===== config.mk =====
export PLATFORM = sky130hd
export DESIGN_NAME = eth_tx_frame_ctrl
export DESIGN_NICKNAME = d
export VERILOG_FILES = /design/src/rtl/eth_tx_frame_ctrl.sv
export SDC_FILE = /design/constraint.sdc
export NUM_CORES = 1
export LEC_CHECK = 0
export CAP_MARGIN = 20
export CORE_ASPECT_RATIO = 1.75
export CORE_MARGIN = 10
export CORE_UTILIZATION = 28
export DETAILED_ROUTE_END_ITERATION = 10
export HOLD_SLACK_MARGIN = 0.05
export MAX_ROUTING_LAYER = met4
export PLACE_DENSITY = 0.79
export SYNTH_ARGS = -nofsm -noshare
export SYNTH_HDL_FRONTEND = slang
export SYNTH_SLANG_ARGS = --single-unit
export TNS_END_PERCENT = 5

===== constraint.sdc =====
create_clock -name clk -period 1.97 [get_ports clk]
set_input_delay 0.394 -clock clk [delete_from_list [all_inputs] [get_ports clk]]
set_output_delay 0.394 -clock clk [all_outputs]
set_load 0.005 [all_outputs]

===== src/rtl/eth_tx_frame_ctrl.sv =====
// Transmit frame controller: pops a frame code, emits a 4-word Ethernet header, then payload or zeros, padded to 15 words.
// Optional frame statistics counters are built when ETH_TX_CTRL_STATS_EN is defined.
module eth_tx_frame_ctrl #(
  parameter int          PAYLOAD_WORDS = 16,
  parameter logic [15:0] ETHERTYPE     = 16'h88B5
) (
  input  logic        clk,
  input  logic        rst,
  input  logic [47:0] dst_mac,
  input  logic [47:0] src_mac,
  input  logic        frame_available,
  input  logic [2:0]  frame,
  output logic        sched_read,
  input  logic [31:0] data_in,
  input  logic        data_valid,
  output logic        data_ready,
  output logic [31:0] tx_data,
  output logic        tx_valid,
  output logic        tx_sop,
  output logic        tx_eop,
  output logic [1:0]  tx_empty,
  input  logic        tx_ready,
  output logic        busy,
  output logic [15:0] stat_data_frames,
  output logic [15:0] stat_err_frames
);

  typedef enum logic [1:0] {IDLE, HDR, PAYLOAD, PAD} state_t;

  localparam logic [8:0] HDR_LAST = 9'd3;
  localparam logic [8:0] PAY_LAST = 9'(3 + PAYLOAD_WORDS);
  localparam logic [8:0] MIN_LAST = 9'd14;
  localparam bit         NEED_PAD = (PAYLOAD_WORDS + 4) < 15;

  state_t      r_state;
  logic [8:0]  r_word_cnt;
  logic [2:0]  r_cur_frame;

  logic        w_valid_code;
  logic        w_is_data;
  logic        w_accept;

  always_comb begin
    case (frame)
      3'b001, 3'b011, 3'b010, 3'b110: w_valid_code = 1'b1;
      default:                        w_valid_code = 1'b0;
    endcase
  end

  assign w_is_data = (r_cur_frame == 3'b001);
  assign busy      = (r_state != IDLE);
  assign tx_empty  = 2'b00;

  always_comb begin
    sched_read = 1'b0;
    tx_valid   = 1'b0;
    tx_sop     = 1'b0;
    tx_eop     = 1'b0;
    tx_data    = 32'h0;
    data_ready = 1'b0;
    case (r_state)
      IDLE: begin
        sched_read = frame_available && !rst;
      end
      HDR: begin
        tx_valid = 1'b1;
        tx_sop   = (r_word_cnt == 9'd0);
        case (r_word_cnt[1:0])
          2'd0:    tx_data = dst_mac[47:16];
          2'd1:    tx_data = {dst_mac[15:0], src_mac[47:32]};
          2'd2:    tx_data = src_mac[31:0];
          default: tx_data = {ETHERTYPE, 5'b0, r_cur_frame, 8'h00};
        endcase
      end
      PAYLOAD: begin
        // Payload is a straight pass-through, so bubbles from the buffer reach the MAC as-is
        tx_data    = data_in;
        tx_valid   = data_valid;
        data_ready = tx_ready;
        tx_eop     = data_valid && !NEED_PAD && (r_word_cnt == PAY_LAST);
      end
      PAD: begin
        tx_valid = 1'b1;
        tx_eop   = (r_word_cnt == MIN_LAST);
      end
      default: ;
    endcase
  end

  assign w_accept = tx_valid && tx_ready;

  always_ff @(posedge clk) begin
    if (rst) begin
      r_state     <= IDLE;
      r_word_cnt  <= 9'd0;
      r_cur_frame <= 3'b000;
    end else begin
      case (r_state)
        IDLE: begin
          if (frame_available) begin
            r_cur_frame <= frame;
            r_word_cnt  <= 9'd0;
            if (w_valid_code) r_state <= HDR;
          end
        end
        HDR: begin
          if (w_accept) begin
            r_word_cnt <= r_word_cnt + 9'd1;
            if (r_word_cnt == HDR_LAST) r_state <= w_is_data ? PAYLOAD : PAD;
          end
        end
        PAYLOAD: begin
          if (w_accept) begin
            r_word_cnt <= r_word_cnt + 9'd1;
            if (r_word_cnt == PAY_LAST) r_state <= NEED_PAD ? PAD : IDLE;
          end
        end
        PAD: begin
          if (w_accept) begin
            r_word_cnt <= r_word_cnt + 9'd1;
            if (r_word_cnt == MIN_LAST) r_state <= IDLE;
          end
        end
        default: r_state <= IDLE;
      endcase
    end
  end

`ifdef ETH_TX_CTRL_STATS_EN
  logic [15:0] r_stat_data;
  logic [15:0] r_stat_err;

  always_ff @(posedge clk) begin
    if (rst) begin
      r_stat_data <= 16'h0;
      r_stat_err  <= 16'h0;
    end else if (w_accept && tx_eop) begin
      if (w_is_data) r_stat_data <= r_stat_data + 16'h1;
      else           r_stat_err  <= r_stat_err + 16'h1;
    end
  end

  assign stat_data_frames = r_stat_data;
  assign stat_err_frames  = r_stat_err;
`else
  assign stat_data_frames = 16'h0;
  assign stat_err_frames  = 16'h0;
`endif

endmodule


=== Yosys cells after proc, flatten, opt, wreduce, memory -nomap -nowiden ===
Index checks and enable logic that the tools add are counted.

* Equality and inequality tests: 22
* Add/subtract/negate cells: 1
* Mux-type cells: 21
* Reduce and logical (&&, ||, !) cells: 14

{| class="wikitable"
|+ Operators with widths
! operator !! number
|-
| case mux 32 bit (3 select lines) || 1
|-
| case mux 32 bit (2 select lines) || 1
|-
| two-way mux 9 bit || 2
|-
| case mux 9 bit (2 select lines) || 1
|-
| two-way mux 2 bit || 8
|-
| != test 2 bit, second input constant || 8
|-
| adder 9 x 1 -> 9 bit, second input constant || 1
|-
| == test 9 x 2 -> 1 bit, second input constant || 1
|-
| == test 9 x 4 -> 1 bit, second input constant || 1
|-
| == test 9 x 5 -> 1 bit, second input constant || 1
|-
| logical NOT 9 bit || 1
|-
| case mux 2 bit (4 select lines) || 1
|-
| AND reduction 8 bit || 1
|-
| == test 2 bit, second input constant || 3
|-
| == test 3 x 1 -> 1 bit, second input constant || 2
|-
| == test 3 x 2 -> 1 bit, second input constant || 2
|-
| two-way mux 1 bit || 5
|-
| == test 2 x 1 -> 1 bit, second input constant || 2
|-
| logical NOT 2 bit || 2
|-
| case mux 1 bit (2 select lines) || 2
|-
| AND reduction 2 bit || 2
|-
| OR reduction 4 bit || 1
|-
| == test 3 bit, second input constant || 1
|-
| logical AND 1 bit || 3
|-
| other kinds (5) || 5
|}

* Input port bits: 136
* Output and inout port bits: 72
* Flip-flop bits (word level): 14

=== Logic depth before layout (Yosys ltp) ===
Gate-level depths: netlist (run 1).

* Depth after elaboration: 6
* Gate-level depth with buffers: 8
* Mapped depth without buffers: 7

=== Worst setup path after synthesis (run 1) ===
No wires, ideal clock.

* Kind: register to output
* Start: register r_word_cnt[0]
* End: output port tx_data[10]
* Cell stages (with the launch flop): 9
* Path slack: 23 ps
* Data arrival time: 1,553 ps
* Data required time: 1,576 ps
* Cells stage by stage: dfxtp_1 -> inv_1 -> ha_1 -> buf_6 -> clkbuf_1 -> a222oi_1 -> o21ai_1 -> a22oi_1 -> nor2b_1

* Word-level cells in the longest chain between the ends: 3

{| class="wikitable"
|+ Ends and longest elaborated chain
! item !! RTL line !! RTL
|-
| from (decl) || 36 || <nowiki>logic [8:0] r_word_cnt;</nowiki>
|-
| from (signal assigned) || 108 || <nowiki>r_word_cnt <= r_word_cnt + 9'd1;</nowiki>
|-
| from (signal assigned) || 114 || <nowiki>r_word_cnt <= r_word_cnt + 9'd1;</nowiki>
|-
| from (signal assigned) || 120 || <nowiki>r_word_cnt <= r_word_cnt + 9'd1;</nowiki>
|-
| == test 2 bit (tied with other cells) || 68 || <nowiki>case (r_word_cnt[1:0])</nowiki>
|-
| case mux 32 bit (3 select lines) (*) || 68 ||
|-
| case mux 32 bit (2 select lines) (*) || 61 || <nowiki>case (r_state)</nowiki>
|-
| to (decl) || 17 || <nowiki>output logic [31:0] tx_data,</nowiki>
|}

Every way passes the cells marked *; elsewhere a longest branch is shown, timed or not.

=== Worst setup path in the final report (run 1) ===
* Start: register r_word_cnt[0]
* End: output port tx_data[20]

The elaborated chain is that of the path after synthesis.

==> impl_metrics.py, run 1 <==
metrics = {
    "run_status": {
        "status": "finished, violations left",
        "violations": "setup timing",
    },
    "die": {
        "fp.dieArea_um2": 11700,
        "start_util": 0.287,
        "die_width_um": 86.3,
        "dieHeight_um": 136,
        "ios": 208,
        "rows": 42,
        "core-area_um2": 7510,
    },
    "sta": {
        "skew_ps": 0.882,
        "rsz0062_at_grt": "true",
        "hold_viol_final": 0,
        "final-max-slew-violation-count": 0,
        "setup_viol": 35,
        "fin_setup_tns_ps": -6100,
        "fin_crit_ps": 2240,
        "fmax_mhz": 446,
        "fin_ws_ps": -275,
        "fin_crit_sh": 1.14,
    },
    "detailed_routing": {
        "wl_per_cell_um": 19.6,
        "drcViolationCount": 0,
        "via_per_inst": 5.09,
        "routed_wl_mm": 11.7,
        "drt_pass1_iterations": 5,
        "vias": 3036,
        "detail-route-antenna-nets": 0,
        "drt_iter0_markers": 234,
    },
    "global_routing": {
        "grt_pass1_vias": 3110,
        "grt_max_degree": 33,
        "grt_pass1_wl_mm": 17.2,
        "grt_overflow": 0,
        "antenna_found_initial": 0,
        "grt.total_usage": 0.186,
    },
    "critical_path": {
        "worstSetupStartpointType": "flip-flop",
        "cp-startpoint": "r_word_cnt[0]",
        "cp_data_required_time_ps": 1580,
        "r2r_cells": 8,
        "cp.arrival_ps": 1850,
        "path_class": "flip-flop to output pin",
        "crit_path_end_kind": "output pin",
        "critPathMaxFanout": 8,
        "r2r_start": "r_state[1]",
    },
    "min_path": {
        "hp-start": "r_cur_frame[0]",
        "hold_path_class": "flip-flop to flip-flop",
        "hold-path-cell-count": 2,
    },
    "logic_synthesis": {
        "ys_types": 40,
        "synthMostInstantiatedCell": "buf_4",
        "synth_top_area_frac": 0.130,
        "yosysSeqAreaShare": 0.130,
        "synth_edf_count": 0,
        "yosys_register_bits": 14,
        "synth_async_sr_flop_share": 0,
        "yosys_warnings": 0,
        "synth_top_area_cell": "dfxtp_1",
        "synth_area_leaders": "dfxtp_1 13%, buf_4 13%, a222oi_1 12%, and2_1 7.3%, a21oi_1 6.3%",
        "syn-mean-instance-area_um2": 6.99,
        "syn_area_um2": 2150,
        "syn-instance-count": 308,
        "synth_ff_type": "dfxtp_1",
        "synth_commonest_cells": "36 x buf_4, 34 x nand2_1, 27 x a21oi_1",
    },
    "placed_design": {
        "hpwl_mm": 9.56,
        "gp_congestion": 0.877,
        "postPlaceCellArea_um2": 4160,
        "io_buffers": 173,
    },
    "flow_run": {
        "drv_cap": 0,
    },
    "final_layout": {
        "multi_input_area_um2": 1730,
        "drive_above_1_share": 0.240,
        "stdcell_area_um2": 4340,
        "fillers": 682,
        "area_growth_pct": 101,
        "diodes": 0,
        "seqCellArea_um2": 287,
        "utilization": 0.577,
        "nNetsFinal": 655,
    },
    "cts": {
        "clock_latency_ps": 240,
        "htree_num_levels": 1,
        "clkSlewWorstSetupHoldPaths_ps": 40,
        "cts.sinks": 14,
        "cts_buffers": 3,
        "cts_root_buffer": "clkbuf_16",
        "clk_path_buf_depth": 2,
        "cts_tree": "done",
    },
    "pwr": {
        "powerDensity_nw_per_um2": 510,
        "p_total_uw": 2210,
        "p_leak_uw": 0.00182,
        "vdd_drop_max_mv": 0.735,
    },
}
[power by group]
part / internal (µW) / switching (µW) / leakage (µW)
clock network: 265 / 111 / 0.0000370
logic: 817 / 694 / 0.00167
registers: 307 / 17.7 / 0.000115
[cells by family after synthesis]
kind of cell    count (synthesis)  share of synthesized area
buf+inv                        65                      0.187
flops                          14                      0.130
compound gates                 99                      0.320
fa+ha+maj                       9                     0.0523
xor+xnor                        7                     0.0285
other cells                     1                    0.00174
simple gates                  113                      0.280
[metrics by stage]
step	cells	hold WS [ps]	worst slack, ps
global route	596	505	-326
finish	596	473	-275
CTS	596	473	-306
global placement	587	464	-520
floorplan	341	450	23.4
detailed placement	587	466	-499
[path summary, 6_finish.rpt]
path                    endpoint  slack, ps
hold reg to reg   r_cur_frame[0]        470
setup / recovery     tx_data[20]       -270
setup reg to reg      r_state[1]         50
hold / removal    r_cur_frame[0]        470
[layer usage]
layer  track usage  share of wire  vias to the layer above
met5             -              0                        -
met4        0.0298          0.013                        0
met3        0.0425          0.087                       12
met2         0.348           0.55                      172
met1         0.194           0.35                     1391
li1              -              -                     1461
[layout make-up]
type / count / share of cell area
clock buffer: 3 / 0.0173
multi-input combinational: 262 / 0.399
sequential: 14 / 0.0661
inverter: 6 / 0.00635
tap: 88 / 0.0254
timing repair buffer: 223 / 0.486
[layout by cell type, fill, tap and decap left out, types with 2 or more instances in the layout]
master / count
buf_6: 8
ha_4: 3
o211ai_1: 2
ha_1: 3
a22oi_2: 8
a21oi_1: 24
and2_1: 24
clkdlybuf4s50_1: 137
o21ai_1: 24
nand3_1: 5
clkbuf_2: 8
inv_1: 4
nor3_1: 2
ha_2: 3
inv_4: 2
a22oi_1: 2
a21oi_2: 3
o21ai_2: 3
xor2_1: 7
a222oi_1: 25
dfxtp_1: 11
clkbuf_16: 3
nor2b_1: 11
buf_2: 23
nand4_1: 5
nand2b_1: 3
nor2_1: 18
conb_1: 34
nand2_1: 34
buf_12: 8
buf_4: 33
dfxtp_2: 2
[worst max-delay path, stage by stage, from the launching register on]
cell,delay (ps)
dfxtp_2,340
inv_4,60
ha_4,170
buf_12,140
buf_4,130
buf_6,120
a22oi_2,170
a21oi_2,70
a21oi_1,130
nor2b_1,60
clkdlybuf4s15_2,210
[registers in the layout, summed over array words and instances, names as in the netlist]
register	count
r_cur_frame	3
r_state	2
r_word_cnt	9
[timing repair]
action                     in CTS  in global routing
gates cloned                    1                  0
setup endpoints to repair      41                 46
hold buffers                    0                  0
resized for setup             168                 31
buffers inserted                5                  0
pin swaps                      64                 46
Power figures use the tool's default switching activity.
==> inputs of run 2 (changes only) <==
==> constraint.sdc (replaced) <==
create_clock -name clk -period 1.97 [get_ports clk]
set_input_delay 0.4925 -clock clk [delete_from_list [all_inputs] [get_ports clk]]
set_output_delay 0.4925 -clock clk [all_outputs]
set_load 0.005 [all_outputs]
==> impl_metrics.py, run 2 (same netlist as run 1, synthesis figures left out) <==
metrics = {
    "placed_design": {
        "gp_congestion": 0.877,
        "io_buffers": 173,
        "hpwl_mm": 9.55,
        "postPlaceCellArea_um2": 4160,
    },
    "critical_path": {
        "reg2reg_slack_ps": 60,
        "worstSetupStartpointType": "flip-flop",
        "critPathMaxFanout": 11,
        "crit_path_end_kind": "output pin",
        "r2r_start": "r_state[1]",
        "path_class": "flip-flop to output pin",
        "reg2reg_to": "r_word_cnt[6]",
        "cp-startpoint": "r_word_cnt[1]",
        "r2r_cells": 10,
        "cp.arrival_ps": 2080,
        "cp_data_required_time_ps": 1480,
    },
    "min_path": {
        "hold_path_class": "flip-flop to flip-flop",
        "worstHoldEndpoint": "r_cur_frame[0]",
        "hp-start": "r_cur_frame[0]",
        "hold-path-cell-count": 2,
    },
    "cts": {
        "htree_num_levels": 1,
        "clkSlewWorstSetupHoldPaths_ps": 50,
        "cts_root_buffer": "clkbuf_16",
        "cts.sinks": 14,
        "ctsHoldBuffers": 0,
        "cts_tree": "done",
        "clock_latency_ps": 250,
        "clk_path_buf_depth": 2,
        "cts_buffers": 3,
    },
    "die": {
        "ios": 208,
        "start_util": 0.287,
        "fp.dieArea_um2": 11700,
        "dieHeight_um": 136,
        "rows": 42,
        "core-area_um2": 7510,
        "die_width_um": 86.3,
    },
    "final_layout": {
        "drive_above_1_share": 0.197,
        "nNetsFinal": 659,
        "area_growth_pct": 107,
        "reg.largest.list": "r_word_cnt: 9 flops, r_cur_frame: 3 flops, r_state: 2 flops",
        "largest_reg_flops": 9,
        "diodes": 0,
        "final_cell_mix": "135 x clkdlybuf4s50_1, 40 x buf_4, 34 x nand2_1, 34 x conb_1, 26 x a21oi_1",
        "stdcell_area_um2": 4450,
        "layout_commonest_cell": "clkdlybuf4s50_1",
        "utilization": 0.592,
        "largest_register": "r_word_cnt",
    },
    "sta": {
        "rsz0062_at_grt": "true",
        "fin_ws_ps": -601,
        "final-max-slew-violation-count": 0,
        "setup_viol": 34,
        "skew_ps": 1.46,
        "fmax_mhz": 389,
        "hold_viol_final": 0,
        "fin_crit_ps": 2570,
        "fin_crit_sh": 1.31,
    },
    "global_routing": {
        "grt.total_usage": 0.192,
        "grt_overflow": 0,
        "grt_pass1_wl_mm": 17.7,
        "antenna_found_initial": 0,
        "grt_pass1_vias": 3173,
        "grt_max_degree": 33,
    },
    "detailed_routing": {
        "routed_wl_mm": 11.9,
        "drt_iter0_markers": 189,
        "wl_per_cell_um": 19.8,
        "drcViolationCount": 0,
        "vias": 3125,
        "drt_pass1_iterations": 5,
        "detail-route-antenna-nets": 0,
        "via_per_inst": 5.20,
    },
    "run_status": {
        "status": "finished, violations left",
        "violations": "setup timing",
    },
    "flow_run": {
        "drv_cap": 0,
    },
    "pwr": {
        "powerDensity_nw_per_um2": 522,
        "vdd_drop_max_mv": 0.531,
        "p_leak_uw": 0.00192,
    },
}
-- run 2: cell count changes in the layout (fill, tap and decap cells not counted), sizes merged --
cell,before,now
dlygate4sd2,1,23
buf,74,64
clkbuf,11,5
clkdlybuf4s50,137,135
bufbuf,0,1
clkdlybuf4s15,2,1
dlymetal6s2s,1,2
-- run 2: where the power goes --
group	leakage (µW)	internal, µW	switching, µW	total [µW]
sequential	0.000116	309	23.9	333
clock	0.0000442	309	134	443
combinational	0.00176	851	697	1550
total	0.00192	1470	855	2320
-- run 2: area by class of cell --
| cell class | instances | area (µm²) |
|---|---|---|
| well taps | 88 | 110 |
| clock buffers | 4 | 88.8 |
| flip-flops and latches | 14 | 293 |
| multi-input cells | 262 | 1730 |
| fillers | 653 | 3060 |
| repair buffers | 227 | 2200 |
| inverters | 6 | 25.0 |
-- run 2: worst max-delay path, stage by stage, from the launching register on --
cell and delay (ps):
dfxtp_4 350, buf_6 120, ha_4 170, buf_4 140, buf_12 140, a222oi_1 380
o21ai_1 110, and2_1 160, dlygate4sd2_1 260
-- run 2: worst max path at each step --
stage                   to  cells after the start  slack, ps
6_report        tx_data[3]                      8       -600
5_1_grt        tx_data[10]                      9       -700
4_1_cts        tx_data[10]                      9       -600
3_5_place_dp    tx_data[8]                      7       -810
3_3_place_gp    tx_data[8]                      7       -810
2_1_floorplan  tx_data[10]                      8          3
-- run 2: metrics by stage --
step           TNS (ps)  hold slack (ps)  instances  power [µW]  setup slack [ps]
6_report         -16430              478        601        2320              -601
2_1_floorplan         0              450        341        1020              2.51
3_3_place_gp     -19100              472        591        1800              -812
4_1_cts          -15840              477        599        2270              -602
3_5_place_dp     -20250              470        591        1810              -807
5_1_grt          -19290              499        601        2480              -696
-- run 2: timing repair --
| action | CTS | global route |
|---|---|---|
| pin swaps | 41 | 17 |
| buffers inserted | 2 | 2 |
| gates cloned | 2 | 0 |
| gates resized for setup | 117 | 19 |
| setup endpoints to repair | 38 | 44 |
-- run 2: per-layer routing --
| metal | up-vias | global-route usage | routed length (µm) | part of all wire |
|---|---|---|---|---|
| li1 | 1475 | - | - | - |
| met1 | 1461 | 0.198 | 4330 | 0.36 |
| met2 | 172 | 0.357 | 6400 | 0.54 |
| met3 | 17 | 0.0371 | 945 | 0.079 |
| met4 | 0 | 0.0488 | 223 | 0.019 |
| met5 | - | - | 0 | 0 |
==> inputs of run 3 (changes only) <==
--- a/config.mk
+++ b/config.mk
@@ -14,3 +14,3 @@
 export MAX_ROUTING_LAYER = met4
-export PLACE_DENSITY = 0.79
+export PLACE_DENSITY_LB_ADDON = 0.2
 export SYNTH_ARGS = -nofsm -noshare
==> constraint.sdc (replaced) <==
create_clock -name clk -period 1.97 [get_ports clk]
set_input_delay 0.394 -clock clk [delete_from_list [all_inputs] [get_ports clk]]
set_output_delay 0.394 -clock clk [all_outputs]
set_load 0.005 [all_outputs]
==> impl_metrics.py, run 3 (same netlist as run 1, synthesis figures left out) <==
metrics = {
    "final_layout": {
        "largest_register": "r_word_cnt",
        "nNetsFinal": 655,
        "utilization": 0.589,
        "fillers": 735,
        "area_growth_pct": 106,
        "stdcell_area_um2": 4430,
        "reg.largest.list": "r_word_cnt: 9 flops, r_cur_frame: 3 flops, r_state: 2 flops",
        "final_cell_mix": "134 x clkdlybuf4s50_1, 34 x nand2_1, 34 x conb_1, 31 x buf_4, 26 x o21ai_1",
        "layout_commonest_cell": "clkdlybuf4s50_1",
        "drive_above_1_share": 0.222,
        "largest_reg_flops": 9,
        "diodes": 0,
    },
    "placed_design": {
        "hpwl_mm": 9.25,
        "io_buffers": 173,
        "gp_congestion": 0.891,
        "dp_slack_ps": -523,
        "postPlaceCellArea_um2": 4100,
    },
    "sta": {
        "skew_ps": 1.05,
        "fmax_mhz": 444,
        "fin_crit_ps": 2250,
        "rsz0062_at_grt": "true",
        "fin_setup_tns_ps": -6330,
        "setup_viol": 34,
        "fin_ws_ps": -281,
        "final-max-slew-violation-count": 0,
        "fin_crit_sh": 1.14,
        "hold_viol_final": 0,
    },
    "cts": {
        "clkSlewWorstSetupHoldPaths_ps": 40,
        "clock_latency_ps": 240,
        "cts_tree": "done",
        "cts.sinks": 14,
        "htree_num_levels": 1,
        "cts_root_buffer": "clkbuf_16",
        "cts_buffers": 3,
        "clk_path_buf_depth": 2,
    },
    "critical_path": {
        "critPathMaxFanout": 12,
        "crit_path_end_kind": "output pin",
        "cpPeakStageDelay_ps": 360,
        "cp.arrival_ps": 1860,
        "worstSetupStartpointType": "flip-flop",
        "path_cells": "inv_4 > ha_4 > buf_12 > a222oi_1 > o21ai_1 > and2_1 > dlygate4sd2_1",
        "cp_slowest_cell": "dfxtp_2",
        "cp_data_required_time_ps": 1580,
        "cp_num_buf_inv": 3,
        "crit_family": "buffers and inverters",
        "path_class": "flip-flop to output pin",
    },
    "pwr": {
        "p_int_uw": 1410,
        "p_comb_frac": 0.687,
        "powerDensity_nw_per_um2": 506,
        "p_seq_frac": 0.146,
        "p_clk_frac": 0.167,
        "p_total_uw": 2240,
        "power_switching_uw": 829,
        "p_sw_frac": 0.371,
        "vdd_drop_max_mv": 0.408,
        "p_leak_uw": 0.00182,
    },
    "detailed_routing": {
        "detail-route-antenna-nets": 0,
        "routed_wl_mm": 12.0,
        "drcViolationCount": 0,
        "vias": 3018,
        "via_per_inst": 5.06,
        "drt_iter0_markers": 195,
        "drt_pass1_iterations": 7,
        "wl_per_cell_um": 20.2,
    },
    "global_routing": {
        "grt.total_usage": 0.187,
        "grt_pass1_wl_mm": 17.1,
        "grt_overflow": 0,
        "grt_max_degree": 33,
        "antenna_found_initial": 0,
        "grt_pass1_vias": 3025,
    },
    "die": {
        "die_width_um": 86.3,
        "core-area_um2": 7510,
        "start_util": 0.287,
        "fp.dieArea_um2": 11700,
        "rows": 42,
        "dieHeight_um": 136,
        "ios": 208,
    },
    "flow_run": {
        "drv_cap": 0,
    },
    "run_status": {
        "violations": "setup timing",
        "status": "finished, violations left",
    },
    "min_path": {
        "hold_path_class": "flip-flop to flip-flop",
    },
}
==> run 3: changes by cell type in the layout (fill, tap and decap cells not counted), sizes merged <==
cell / before / now
bufbuf: 1 / 0
clkbuf: 5 / 8
clkdlybuf4s15: 1 / 12
dlygate4sd2: 23 / 6
buf: 64 / 65
dlymetal6s2s: 2 / 1
clkdlybuf4s50: 135 / 134
==> run 3: worst paths after layout <==
path,endpoint,cells past startpoint,slack (ps),start
min reg2reg,r_cur_frame[0],2,490,r_cur_frame[0]
max,tx_data[13],7,-280,r_word_cnt[0]
max reg2reg,r_state[1],8,100,r_state[1]
min,r_cur_frame[0],2,490,r_cur_frame[0]
==> run 3: layout make-up <==
| class | instances | area (µm²) | area share |
|---|---|---|---|
| flip-flops and latches | 14 | 288 | 0.0650 |
| repair buffers | 223 | 2200 | 0.498 |
| well taps | 88 | 110 | 0.0249 |
| multi-input cells | 262 | 1720 | 0.389 |
| clock buffers | 3 | 75.1 | 0.0170 |
| inverters | 6 | 27.5 | 0.00622 |
==> run 3: what timing repair did <==
action | CTS | global route
hold buffers | 0 | 0
setup buffers | 4 | 3
setup endpoints to repair | 39 | 43
cloned | 2 | 3
resized for setup | 161 | 24
pin swaps | 45 | 34
==> run 3: power by group through the flow <==
stage	Clock [µW]	Sequential, µW	Combinational (µW)
floorplan	0	325	690
global placement	0	328	1450
detailed placement	0	328	1460
CTS	378	327	1480
global route	394	331	1670
finish	374	328	1540
==> run 3: worst min-delay path: stages (launching register included) <==
cell and delay [ps]:
dfxtp_1 320, nand2_1 60, a21oi_1 60
==> run 3: metal layers <==
metal / share of wire / track usage / vias to the layer above
li1: - / - / 1463
met1: 0.36 / 0.189 / 1413
met2: 0.56 / 0.357 / 134
met3: 0.070 / 0.0443 / 8
met4: 0.011 / 0.0307 / 0
met5: 0 / - / -
==> run 3: metrics by stage <==
step           hold slack, ps  instances
2_1_floorplan             450        341
3_3_place_gp              472        581
3_5_place_dp              476        581
4_1_cts                   482        590
5_1_grt                   512        596
6_report                  486        596
==> edit: new RTL, settings of run 3 <==
The option `ETH_TX_CTRL_STATS_EN` is turned on by a define.
--- a/src/rtl/eth_tx_frame_ctrl.sv
+++ b/src/rtl/eth_tx_frame_ctrl.sv
@@ -1,5 +1,7 @@
 // Transmit frame controller: pops a frame code, emits a 4-word Ethernet header, then payload or zeros, padded to 15 words.
 // Optional frame statistics counters are built when ETH_TX_CTRL_STATS_EN is defined.
+`define ETH_TX_CTRL_STATS_EN
+
 module eth_tx_frame_ctrl #(
   parameter int          PAYLOAD_WORDS = 16,
   parameter logic [15:0] ETHERTYPE     = 16'h88B5
Check against the original RTL: same outputs for any inputs over 10 cycles, from zero or initial values and one cycle with rst high; that may be too few to reach the edited logic, so the function may still have changed.
==> edit against run 3 <==
- the run still ends with setup timing left
- combinational power grew 29%
- worst setup slack lost 94 ps
- final cell count grew 47%
- first-iteration DRC count grew 66%
- wire length grew 43%
- synthesized cell count grew 48%
- cell area grew 51%
- register-to-register slack lost 410 ps
- sequential cell count grew 32
- synthesized area grew 59%
- non-clock buffer count grew 55
- total power grew 76%
- critical endpoint is now tx_data[21]
==> edit: results (changes against run 3) <==
<table>
<tr><th>Metric</th><th>Value</th></tr>
<tr><th colspan="2">Run status</th></tr>
<tr><td>Result of the run</td><td>finished, violations left</td></tr>
<tr><td>Failing checks</td><td>setup timing</td></tr>
<tr><th colspan="2">Setup path</th></tr>
<tr><td>Crit path capture</td><td>tx_data[21]</td></tr>
<tr><td>Arrival time at the worst endpoint</td><td>1950 ps (+90 ps)</td></tr>
<tr><td>Worst-case reg-to-reg path depth</td><td>10 (+2)</td></tr>
<tr><td>Top fanout value on the critical path</td><td>7 (-5)</td></tr>
<tr><td>Endpoint of the worst-slack reg-to-reg timing path</td><td>stat_err_frames[12]$_SDFFE_PP0P_</td></tr>
<tr><td>Worst-path cell with the longest stage delay</td><td>dfxtp_4</td></tr>
<tr><th colspan="2">GRT</th></tr>
<tr><td>Largest net degree at the start of global routing</td><td>40 (+21%)</td></tr>
<tr><td>Global-route wire length before repair</td><td>26000 microns (+52%)</td></tr>
<tr><td>Global-route usage over all layers</td><td>19.1% (+0.32 points)</td></tr>
<tr><th colspan="2">Final layout</th></tr>
<tr><td>Post-layout nets</td><td>855 (+31%)</td></tr>
<tr><td>FILL cells</td><td>1123 (+53%)</td></tr>
<tr><th colspan="2">STA</th></tr>
<tr><td>Post-Route Skew</td><td>4.73 ps (+3.68 ps)</td></tr>
<tr><td>Fin Setup TNS</td><td>-13110 ps (-6780 ps)</td></tr>
<tr><td>Final setup violating endpoints</td><td>64 (+88%)</td></tr>
<tr><td>Setup slack after layout</td><td>-375 ps (-93.6 ps)</td></tr>
<tr><th colspan="2">Synthesis</th></tr>
<tr><td>Most common library cells after synthesis</td><td>nand2_1 (52), dfxtp_1 (46), nor2_1 (36), o21ai_0 (36), clkbuf_1 (29)</td></tr>
<tr><td>Count of cell types in the netlist</td><td>45 (+13%)</td></tr>
<tr><td>Synth area leaders</td><td>dfxtp_1 (27%), a222oi_1 (7.3%), nand2_1 (5.7%)</td></tr>
<tr><th colspan="2">Placed design</th></tr>
<tr><td>Post-detailed-placement half-perimeter wirelength</td><td>12800 microns (+38%)</td></tr>
<tr><th colspan="2">Power</th></tr>
<tr><td>Worst ir drop on vdd</td><td>0.509 mV (+25%)</td></tr>
<tr><td>Switching Power</td><td>1.33 mW (+61%)</td></tr>
<tr><th colspan="2">Route</th></tr>
<tr><td>Routed via count</td><td>4568 (+51%)</td></tr>
<tr><th colspan="2">Clock network</th></tr>
<tr><td>TritonCTS Buffers</td><td>5 (+2)</td></tr>
</table>
==> edit: cell count changes after synthesis, sizes merged, moves of 7 or more <==
cell,run 3,this run
a22oi,10,17
buf,40,6
clkbuf,19,29
dfxtp,14,46
nand2,34,52
nand3,5,20
nand4,5,14
nor2,19,36
o21ai,28,36
or3,1,9
xnor2,0,11
xor2,7,14
==> edit: cell type report <==
class	instances	area (sq um)	area share, %
antenna	1	2.50	0.0376
tap	165	206	3.10
clock buffer	6	129	1.93
sequential	46	936	14.0
multi-input combinational	364	2570	38.6
timing repair buffer	278	2730	40.9
clock inverter	2	37.5	0.563
inverter	12	52.6	0.789
==> edit: repair_timing <==
item                                    in CTS  in global routing
gates cloned                                 4                  3
gates resized for setup                    168                 49
endpoints found under the setup margin      79                 78
hold endpoints to repair                     0                  0
setup buffers                                4                  4
pin swaps                                   66                 55
==> edit: metrics by stage <==
step | instances | setup WS (ps) | area [sq um]
final | 874 | -375 | 6660
after global routing | 874 | -456 | 6660
after CTS | 867 | -420 | 6460
after detailed placement | 851 | -435 | 6110
after global placement | 851 | -410 | 6110
after floorplan | 457 | -11.3 | 3500
==> edit: routing by layer <==
metal	vias to the layer above	wire (microns)	track usage, %
met3	22	1130	3.85
li1	2177	-	-
met2	198	9160	34.9
met1	2171	6630	20.2
met5	-	0	-
met4	0	297	4.87
==> edit: cell families (layout without fill, tap and decap cells) <==
logic type	Yosys count	after routing	share of synthesized area, %
and+or+nand+nor	204	204	31.9
adders and majority gates	12	12	4.38
DFF	46	46	26.9
buffers and inverters	47	298	5.52
xor gates and xnor gates	25	25	6.39
other	1	3	0.110
muxes	2	2	0.585
AOI/OAI and AO/OA	119	119	24.3
